## src/rtl/mips_shift_unit.sv

```systemverilog
// Multi-cycle MIPS shifter: moves at most STEP bit positions per enabled cycle.
// Define SHIFT_ROTATE_EN to make op=11 a rotate right (ROTR/ROTRV); otherwise op=11 acts as SRL.
module mips_shift_unit #(
   parameter int WIDTH   = 32,
   parameter int STEP    = 4,
   parameter int SHAMT_W = $clog2(WIDTH)
) (
   input  logic               clk,
   input  logic               reset,
   input  logic               clk_enable,
   input  logic               start,
   input  logic [1:0]         op,
   input  logic [SHAMT_W-1:0] shamt,
   input  logic [WIDTH-1:0]   operand,
   output logic               busy,
   output logic               done,
   output logic [WIDTH-1:0]   result
);

   typedef enum logic [1:0] {
      IDLE  = 2'd0,
      SHIFT = 2'd1,
      DONE  = 2'd2
   } state_t;

   localparam logic [1:0] OP_SLL = 2'b00;
   localparam logic [1:0] OP_SRL = 2'b01;
   localparam logic [1:0] OP_SRA = 2'b10;
   localparam logic [1:0] OP_ROT = 2'b11;

   localparam logic [SHAMT_W:0] STEP_L  = STEP[SHAMT_W:0];
   localparam logic [SHAMT_W:0] WIDTH_L = WIDTH[SHAMT_W:0];

   state_t               state, state_nx;
   logic [WIDTH-1:0]     work, work_nx;
   logic [SHAMT_W-1:0]   rem, rem_nx;
   logic [1:0]           op_r, op_nx;
   logic                 sign_r, sign_nx;
   logic [WIDTH-1:0]     result_nx;
   logic [SHAMT_W-1:0]   k;
   logic [WIDTH-1:0]     stepped;

   // One partial shift by k positions; SRA fill comes from the captured sign, not the live MSB.
   function automatic logic [WIDTH-1:0] shift_step(
      input logic [WIDTH-1:0]   v,
      input logic [SHAMT_W-1:0] amt,
      input logic [1:0]         o,
      input logic               s
   );
      logic [WIDTH-1:0] ones;
      logic signed [WIDTH-1:0] fill;
      ones = '1;
      fill = s ? $signed(~(ones >> amt)) : '0;
      case (o)
         OP_SLL: shift_step = v << amt;
         OP_SRL: shift_step = v >> amt;
         OP_SRA: shift_step = (v >> amt) | $unsigned(fill);
`ifdef SHIFT_ROTATE_EN
         OP_ROT: shift_step = (v >> amt) | (v << (WIDTH_L - {1'b0, amt}));
`else
         OP_ROT: shift_step = v >> amt;
`endif
         default: shift_step = v >> amt;
      endcase
   endfunction

   assign k       = ({1'b0, rem} > STEP_L) ? STEP_L[SHAMT_W-1:0] : rem;
   assign stepped = shift_step(work, k, op_r, sign_r);

   always_comb begin
      state_nx  = state;
      work_nx   = work;
      rem_nx    = rem;
      op_nx     = op_r;
      sign_nx   = sign_r;
      result_nx = result;
      case (state)
         IDLE: begin
            if (start) begin
               work_nx = operand;
               rem_nx  = shamt;
               op_nx   = op;
               sign_nx = operand[WIDTH-1];
               if (shamt == '0) begin
                  state_nx  = DONE;
                  result_nx = operand;
               end else begin
                  state_nx = SHIFT;
               end
            end
         end
         SHIFT: begin
            work_nx = stepped;
            rem_nx  = rem - k;
            if (rem == k) begin
               state_nx  = DONE;
               result_nx = stepped;
            end
         end
         DONE:    state_nx = IDLE;
         default: state_nx = IDLE;
      endcase
   end

   // State and working registers; a stalled clk_enable freezes everything.
   always_ff @(posedge clk) begin
      if (reset) begin
         state  <= IDLE;
         work   <= '0;
         rem    <= '0;
         op_r   <= '0;
         sign_r <= 1'b0;
         result <= '0;
      end else if (clk_enable) begin
         state  <= state_nx;
         work   <= work_nx;
         rem    <= rem_nx;
         op_r   <= op_nx;
         sign_r <= sign_nx;
         result <= result_nx;
      end
   end

   assign busy = (state == SHIFT) || (state == DONE);
   assign done = (state == DONE);

endmodule

```

## config.mk

```make
export PLATFORM = sky130hd
export DESIGN_NAME = mips_shift_unit
export DESIGN_NICKNAME = d
export VERILOG_FILES = /design/src/rtl/mips_shift_unit.sv
export SDC_FILE = /design/constraint.sdc
export NUM_CORES = 1
export LEC_CHECK = 0
export BUFFER_PORTS_ARGS = -buffer_cell sky130_fd_sc_hd__buf_2
export CORE_MARGIN = 2
export CORE_UTILIZATION = 56
export DETAILED_ROUTE_END_ITERATION = 12
export HOLD_SLACK_MARGIN = 0.15
export PLACE_DENSITY_LB_ADDON = 0.05
export SKIP_LAST_GASP = 1
export SLEW_MARGIN = 5
export SYNTH_ARGS = -nofsm -noshare
export SYNTH_HDL_FRONTEND = slang
export SYNTH_SLANG_ARGS = --single-unit
export TNS_END_PERCENT = 1
```

## constraint.sdc

```tcl
create_clock -name clk -period 8.1 [get_ports clk]
set_clock_uncertainty 0.15 [all_clocks]
set_input_delay 2.43 -clock clk [delete_from_list [all_inputs] [get_ports clk]]
set_output_delay 2.43 -clock clk [all_outputs]
set_load 0.02 [all_outputs]
```

**Word level (Yosys, flattened, before mapping)**

Index checks and enable logic that the tools add are counted.

- Register bits: 74
- Logic and storage cells: 47
- Bits of input ports: 43

- Magnitude comparators: 1
- $add $sub $neg: 1
- Reduce and logical (&&, ||, !) cells: 10
- Multiplexer cells: 15
- Shift-type cells: 3
- Bitwise gates (word level): 2
- Eq/ne operators: 9

Operators with widths:

| operator | number |
|---|---|
| $mux W32 | 5 |
| $pmux W32 S2 | 2 |
| $pmux W32 S3 | 1 |
| $not A32 Y32 | 1 |
| $or A32 B32 Y32 | 1 |
| $shl A32 B5 Y32 | 1 |
| $shr A32 B5 Y32 | 1 |
| $shr A32 B5 Y32 const A | 1 |
| $mux W5 | 2 |
| $pmux W5 S2 | 1 |
| $reduce_and A3 Y1 | 3 |
| $eq A2 B2 Y1 const B | 3 |
| $mux W2 | 3 |
| $ne A2 B2 Y1 const B | 3 |
| $eq A5 B5 Y1 | 1 |
| $gt A5 B3 Y1 const B | 1 |
| $logic_not A5 Y1 | 1 |
| $reduce_and A5 Y1 | 1 |
| $sub A5 B5 Y5 | 1 |
| $eq A2 B1 Y1 const B | 2 |
| $logic_not A2 Y1 | 2 |
| $pmux W2 S2 | 1 |
| $reduce_bool A2 Y1 | 1 |
| $reduce_or A2 Y1 | 1 |
| $logic_or A1 B1 Y1 | 1 |

**Depth between registers and ports, before layout**

Gate-level depths: netlist of run 1.

- Depth in word-level cells: 9
- Mapped depth: 13
- Depth with buffers taken out: 9

**Worst setup path before layout of run 1**

No wires, ideal clock.

- Path type: input-to-reg
- From: input port shamt[1]
- To: register result[30]
- Stages: 6
- Buffers on the path: 1
- Slack: 3876 ps
- Data arrival time: 3932 ps
- Cells stage by stage: or4_1 -> nor2_1 -> nand3_1 -> a21oi_1 -> clkbuf_1 -> a311oi_1

- Word-level cells in the longest chain between the ends: 3

RTL lines:

| element | line | text |
|---|---|---|
| start, declared | 13 | `input logic [SHAMT_W-1:0] shamt,` |
| $logic_not A5 Y1 | 84 | `if (shamt == '0) begin` |
| $ne A2 B2 Y1 (no line) | n/a |  |
| $reduce_and A5 Y1 (no line) | n/a |  |
| end signal, assigned | 120 | `result <= result_nx;` |
| end, declared | 17 | `output logic [WIDTH-1:0] result` |

Every way passes these cells.
A chain may end at the register's enable or synchronous reset.

**Worst setup path after layout of run 1**

- From: input port shamt[1]
- To: register result[29]

Same word-level chain as after synthesis.

==> metrics, run 1 <==
CP delay by family, top=compound AO/OA/AOI/OAI gates; clock share of power=31.7%; worst-margin pin slew=~1.2 ns; pin count of the biggest net entering global routing=66; DP HPWL=11.4 mm; vias in the first global route=~5,500; Worst VDD drop=approximately 0.11 mV; WP data required=around 8.3 ns; Sink Count=74; CTS tree=done; total power=about 1.0 mW; area grow syn2layout=8.42%; cell row count=36; DRT antenna net count=0; Flop pwr share=roughly two fifths; final hold violation count=0; drt via density=between 6 and 7; Die X=approximately 100 um; FF-to-FF path depth=7; unique cell type count in the Yosys netlist=61; Initial Utilization=between 50 and 60%; Pint=roughly 0.67 mW; total global-route track usage=between 30% and 40%; Rel. slew slack=between 10% and 20%; Worst setup SP type=input port; CP Depth=7; leak pwr=around 2.6 nW; f_max=roughly 0.22 GHz; Post-synth EDFFs=0; Clock transition at path regs=0.08 ns; Synth Register Bits=74; Critical Path Fanout Max=26; RePlAce Congestion=~0.94; Max clock buf depth=2; PwrDens=170 nW/um2; Net Sw Frac=35.6%; WS Path Type=input port to flip-flop; post-CTS setup buffers=0; Seq/Total Area, Yosys=26.2%; Final #Nets=781; Core ar.=between 9000 and 10,000 um2; end-of-flow core utilization=between 60 and 70%; switching pwr=~0.37 mW; DR vias=roughly 6,000; Logic pwr share=approximately 28%; DIE AREA=10,900 um2; GR Overflow Total=0; die height=104 um; Post-synth top flop=dfxtp_1; Post-synth ARST share=0%; # diodes=0; CP cell instances=buf_2 -> or4_1 -> nor2_1 -> nand3_1 -> a21oi_2 -> o21ai_0 -> a31oi_1; first-pass GRT wire length=a little under 30 mm; Total Wirelength=18.4 mm; Tmin final=around 4.5 ns; status=completed; Data arrival, critical path=between 4 and 5 ns; WP buf/inv=1; syn avg cell area=between 7 and 8 um2; post-CTS resize count=0; Crit-path slowest cell=a21oi_2; synthesized cell area=about 5600 um2; drt pass-1 iters=5; maxcap violations=0; Worst setup EP type=flip-flop; CTS buffer count=9; layout cell share with drive strength beyond 1=a little under a fifth; RSZ-0062 raised after global routing=no; final setup TNS=0 ns; fin crit share=between 50% and 60%; Root Driver=clkbuf_8; HP Class=flip-flop to flip-flop; post-DR wirelength/cell=~21 um; Buffers on Ports=76; max incr delay on CP=between 0.9 and 1 ns; total I/O pin count=77; drc violations=0; CTS Hold Bufs=0; initial antenna violation count=0; total number of yosys warnings=0; worst hold path stage count=2; Hold Slack=0.312 ns; Syn Inst Count=726; Final Slew Violations=0; final setup vio count=0; H-tree depth=3; clock latency on the worst-skew pair=0.38 ns; initial drt markers=between 600 and 700; syn nets=773
[final cells by class]
cell class	count	area, um2
sequential	74	1480
inverter	9	33.8
fill	909	3650
multi-input combinational	552	3750
clock inverter	4	76.3
timing repair buffer	88	470
clock buffer	11	141
tap	133	166
[tightest hold or removal path, cell delays in order (launching register included)]
cell and delay (ns):
dfxtp_1 0.31, nand2_1 0.05, a21oi_1 0.06
[layer usage]
metal	wire (um)	vias to the layer above	GRT usage, %
met5	0	-	0
met4	684	0	16.2
met3	1960	57	8.83
met1	7710	2731	46.7
met2	8000	371	49.6
li1	-	2710	-
[flip-flops by register name, summed over array words and instances, names as in the netlist]
| name | flops |
|---|---|
| work | 32 |
| state | 2 |
| rem | 5 |
| sign_r | 1 |
| result | 32 |
| op_r | 2 |
[synthesized netlist by cell type (all sizes together), types with 4 or more instances]
cell type,instances,area share [%]
a221oi,9,1.4
o21ai,51,4.5
or3,5,0.55
a211oi,20,2.7
o31ai,5,0.66
a21o,22,2.9
inv,8,0.53
o32ai,4,0.62
a311oi,4,0.62
o2111ai,6,0.93
nand3,34,3.0
a31oi,11,1.2
o221ai,6,0.93
nand2b,5,0.55
mux4,18,7.4
a311o,4,0.71
mux2i,41,7.3
and2,4,0.44
o211ai,5,0.66
dfxtp,74,26
a221o,5,0.89
ha,4,0.89
and3,24,2.7
nor2b,6,0.66
nor2,56,3.7
nand2,87,5.8
nor3,13,1.2
o21a,4,0.53
a21oi,52,4.6
mux2,12,2.4
clkbuf,57,3.8
buf,34,3.4
[through the flow]
stage | instances | instance area, um2 | worst slack (ns)
2_1_floorplan | 726 | 5650 | 3.88
3_3_place_gp | 856 | 5900 | 3.34
3_5_place_dp | 856 | 5900 | 3.21
4_1_cts | 871 | 6120 | 3.59
5_1_grt | 871 | 6120 | 3.42
6_report | 871 | 6120 | 3.60
[cells in the final DEF (no fill, tap or decap), types with 9 or more instances in the layout]
master	instances
a21oi_1	51
nor2_1	56
a21o_1	22
nand2_1	87
nor3_1	12
buf_2	76
a221oi_1	9
mux2i_1	41
mux2_2	12
and3_1	24
nand3_1	34
clkbuf_8	10
a211oi_1	20
dfxtp_1	73
a31oi_1	11
buf_4	12
mux4_2	15
o21ai_0	51
[cell families (layout without fill, tap and decap cells)]
family / Yosys count / count (layout) / synth area share (%)
simple gates: 247 / 247 / 20.6
compound gates: 229 / 229 / 27.3
buf+inv: 100 / 112 / 7.85
flops: 74 / 74 / 26.2
mux: 71 / 71 / 17.0
fa+ha+maj: 4 / 4 / 0.887
other cells: 1 / 1 / 0.0664
[final timing paths]
kind	from	end	slack, ns
min reg2reg	result[2]	result[2]	0.31
min	result[2]	result[2]	0.31
max	shamt[1]	result[29]	3.60
max reg2reg	rem[1]	result[13]	4.66
[power groups by stage]
| stage | Clock, mW | Sequential [mW] | Combinational [mW] |
|---|---|---|---|
| final | 0.331 | 0.421 | 0.291 |
| after global routing | 0.350 | 0.424 | 0.314 |
| after CTS | 0.334 | 0.419 | 0.285 |
| after detailed placement | 0 | 0.428 | 0.283 |
| after global placement | 0 | 0.427 | 0.278 |
| after floorplan | 0 | 0.404 | 0.227 |
No activity file was read; power rests on OpenSTA's default activity.
==> run 2: changes to the inputs <==
- clock period: 8.1 -> 4.3 ns (I/O delays scaled with it)
==> metrics, run 2 (synthesis results as in run 1) <==
status=completed; Worst VDD drop=0.207 mV; Data arrival, critical path=between 3 and 4 ns; Max clock buf depth=2; final hold violation count=0; PwrDens=about 300 nW/um2; CTS buffer count=9; H-tree depth=3; Worst R2R Setup Slack=1.06 ns; max incr delay on CP=roughly 0.55 ns; fin crit share=76.0%; CP cell instances=buf_2 -> or4_1 -> nor2_1 -> nand3_1 -> a21o_1 -> or3_1 -> a21oi_1; clock latency on the worst-skew pair=roughly 0.36 ns; post-CTS resize count=0; HP Class=flip-flop to flip-flop; pin count of the biggest net entering global routing=between 40 and 50; area grow syn2layout=8.27%; first-pass GRT wire length=between 30 and 40 mm; Tmin final=3.27 ns; Final Slew Violations=0; Root Driver=clkbuf_8; CP delay by family, top=simple AND/OR/NAND/NOR gates; worst-margin pin slew=1.02 ns; CTS tree=done; layout cell share with drive strength beyond 1=19.3%; switching pwr=0.681 mW; post-DR wirelength/cell=21.0 um; Initial Utilization=roughly 58%; drt pass-1 iters=5; Clock transition at path regs=0.08 ns; CTS Hold Bufs=0; drc violations=0; global route hottest layer=met2; area of the multi-input gates=around 3700 um2; M2 GR Usage=approximately 49%; Crit-path slowest cell=or4_1; die height=between 100 and 150 um; initial drt markers=680; Net Sw Frac=between 30 and 40%; routing usage on met1=48.4%; post-CTS setup buffers=0; Worst setup SP type=input port; WS Path Type=input port to flip-flop; RSZ-0062 raised after global routing=no; Buffers on Ports=76; leak pwr=2.58 nW; Worst setup EP type=flip-flop; Die X=around 100 um; GR Overflow Total=0; drt via density=approximately 6.8; Pint=around 1.1 mW; maxcap violations=0; # diodes=0; cell row count=36; final setup TNS=0 ns; Critical Path Fanout Max=34; initial antenna violation count=0; DP HPWL=approximately 12 mm; DIE AREA=between 10,000 and 15,000 um2; DR vias=slightly below 6,000; total global-route track usage=approximately a third; vias in the first global route=approximately 5,600; WP data required=between 4 and 5 ns; RePlAce Congestion=~0.93; leading cell type in the layout, fill and taps excluded=nand2_1; clock share of power=a little over a quarter; Sink Count=74; Core ar.=about 9800 um2; Rel. slew slack=31.9%; WP buf/inv=1; Final #Nets=786; final setup vio count=0; highest-count cells in the layout ignoring fill and taps=nand2_1 (87), buf_2 (76), dfxtp_1 (73); Filler Cell Count=between 900 and 1,000; Logic pwr share=between 30% and 40%; Flop pwr share=between 40% and 50%; setup ws final=roughly 1.0 ns; Largest regs=result x32, work x32, rem x5; FF+latch area=1480 um2; Total Wirelength=between 15 and 20 mm; setup slack at placement=about 0.65 ns; DRT antenna net count=0; f_max=approximately 0.31 GHz; grt met3 use=roughly 7.5%; end-of-flow core utilization=around 63%; total I/O pin count=77
run 2: worst reg2reg max path: cells and delay by family (launching register included):
kind | cells | cell delay, ns
AND/OR/NAND/NOR | 2 | 0.94
flip-flops | 1 | 0.57
multiplexers | 2 | 0.37
buffers and inverters | 1 | 0.32
AO/OA/AOI/OAI | 2 | 0.79
run 2: stage by stage:
step	instance area [um2]	cells	power, mW	hold WS [ns]
3_5_place_dp	5950	861	1.34	0.295
4_1_cts	6110	875	1.81	0.305
5_1_grt	6110	875	1.91	0.329
3_3_place_gp	5950	861	1.34	0.290
2_1_floorplan	5650	726	1.19	0.317
6_report	6110	875	1.83	0.301
run 2: final timing paths:
kind	startpoint	endpoint	cells after the start
max	shamt[1]	result[31]	7
min	result[10]	result[10]	2
max reg2reg	rem[1]	result[20]	7
min reg2reg	result[10]	result[10]	2
run 2: power groups by stage:
stage	combinational [mW]	sequential, mW	clock (mW)
final	0.548	0.799	0.479
after global routing	0.595	0.803	0.511
after detailed placement	0.533	0.809	0
after floorplan	0.428	0.760	0
after global placement	0.528	0.808	0
after CTS	0.535	0.793	0.484
run 2: layout make-up:
class	count	area share [%]
tap	133	2.72
clock buffer	11	2.31
sequential	74	24.3
inverter	9	0.553
timing repair buffer	93	8.52
multi-input combinational	552	61.4
clock inverter	3	0.287
run 2: metal layers:
layer | wire, um | up-vias
met5 | 0 | -
met4 | 762 | 0
met3 | 2160 | 70
met2 | 7740 | 410
met1 | 7720 | 2758
li1 | - | 2716
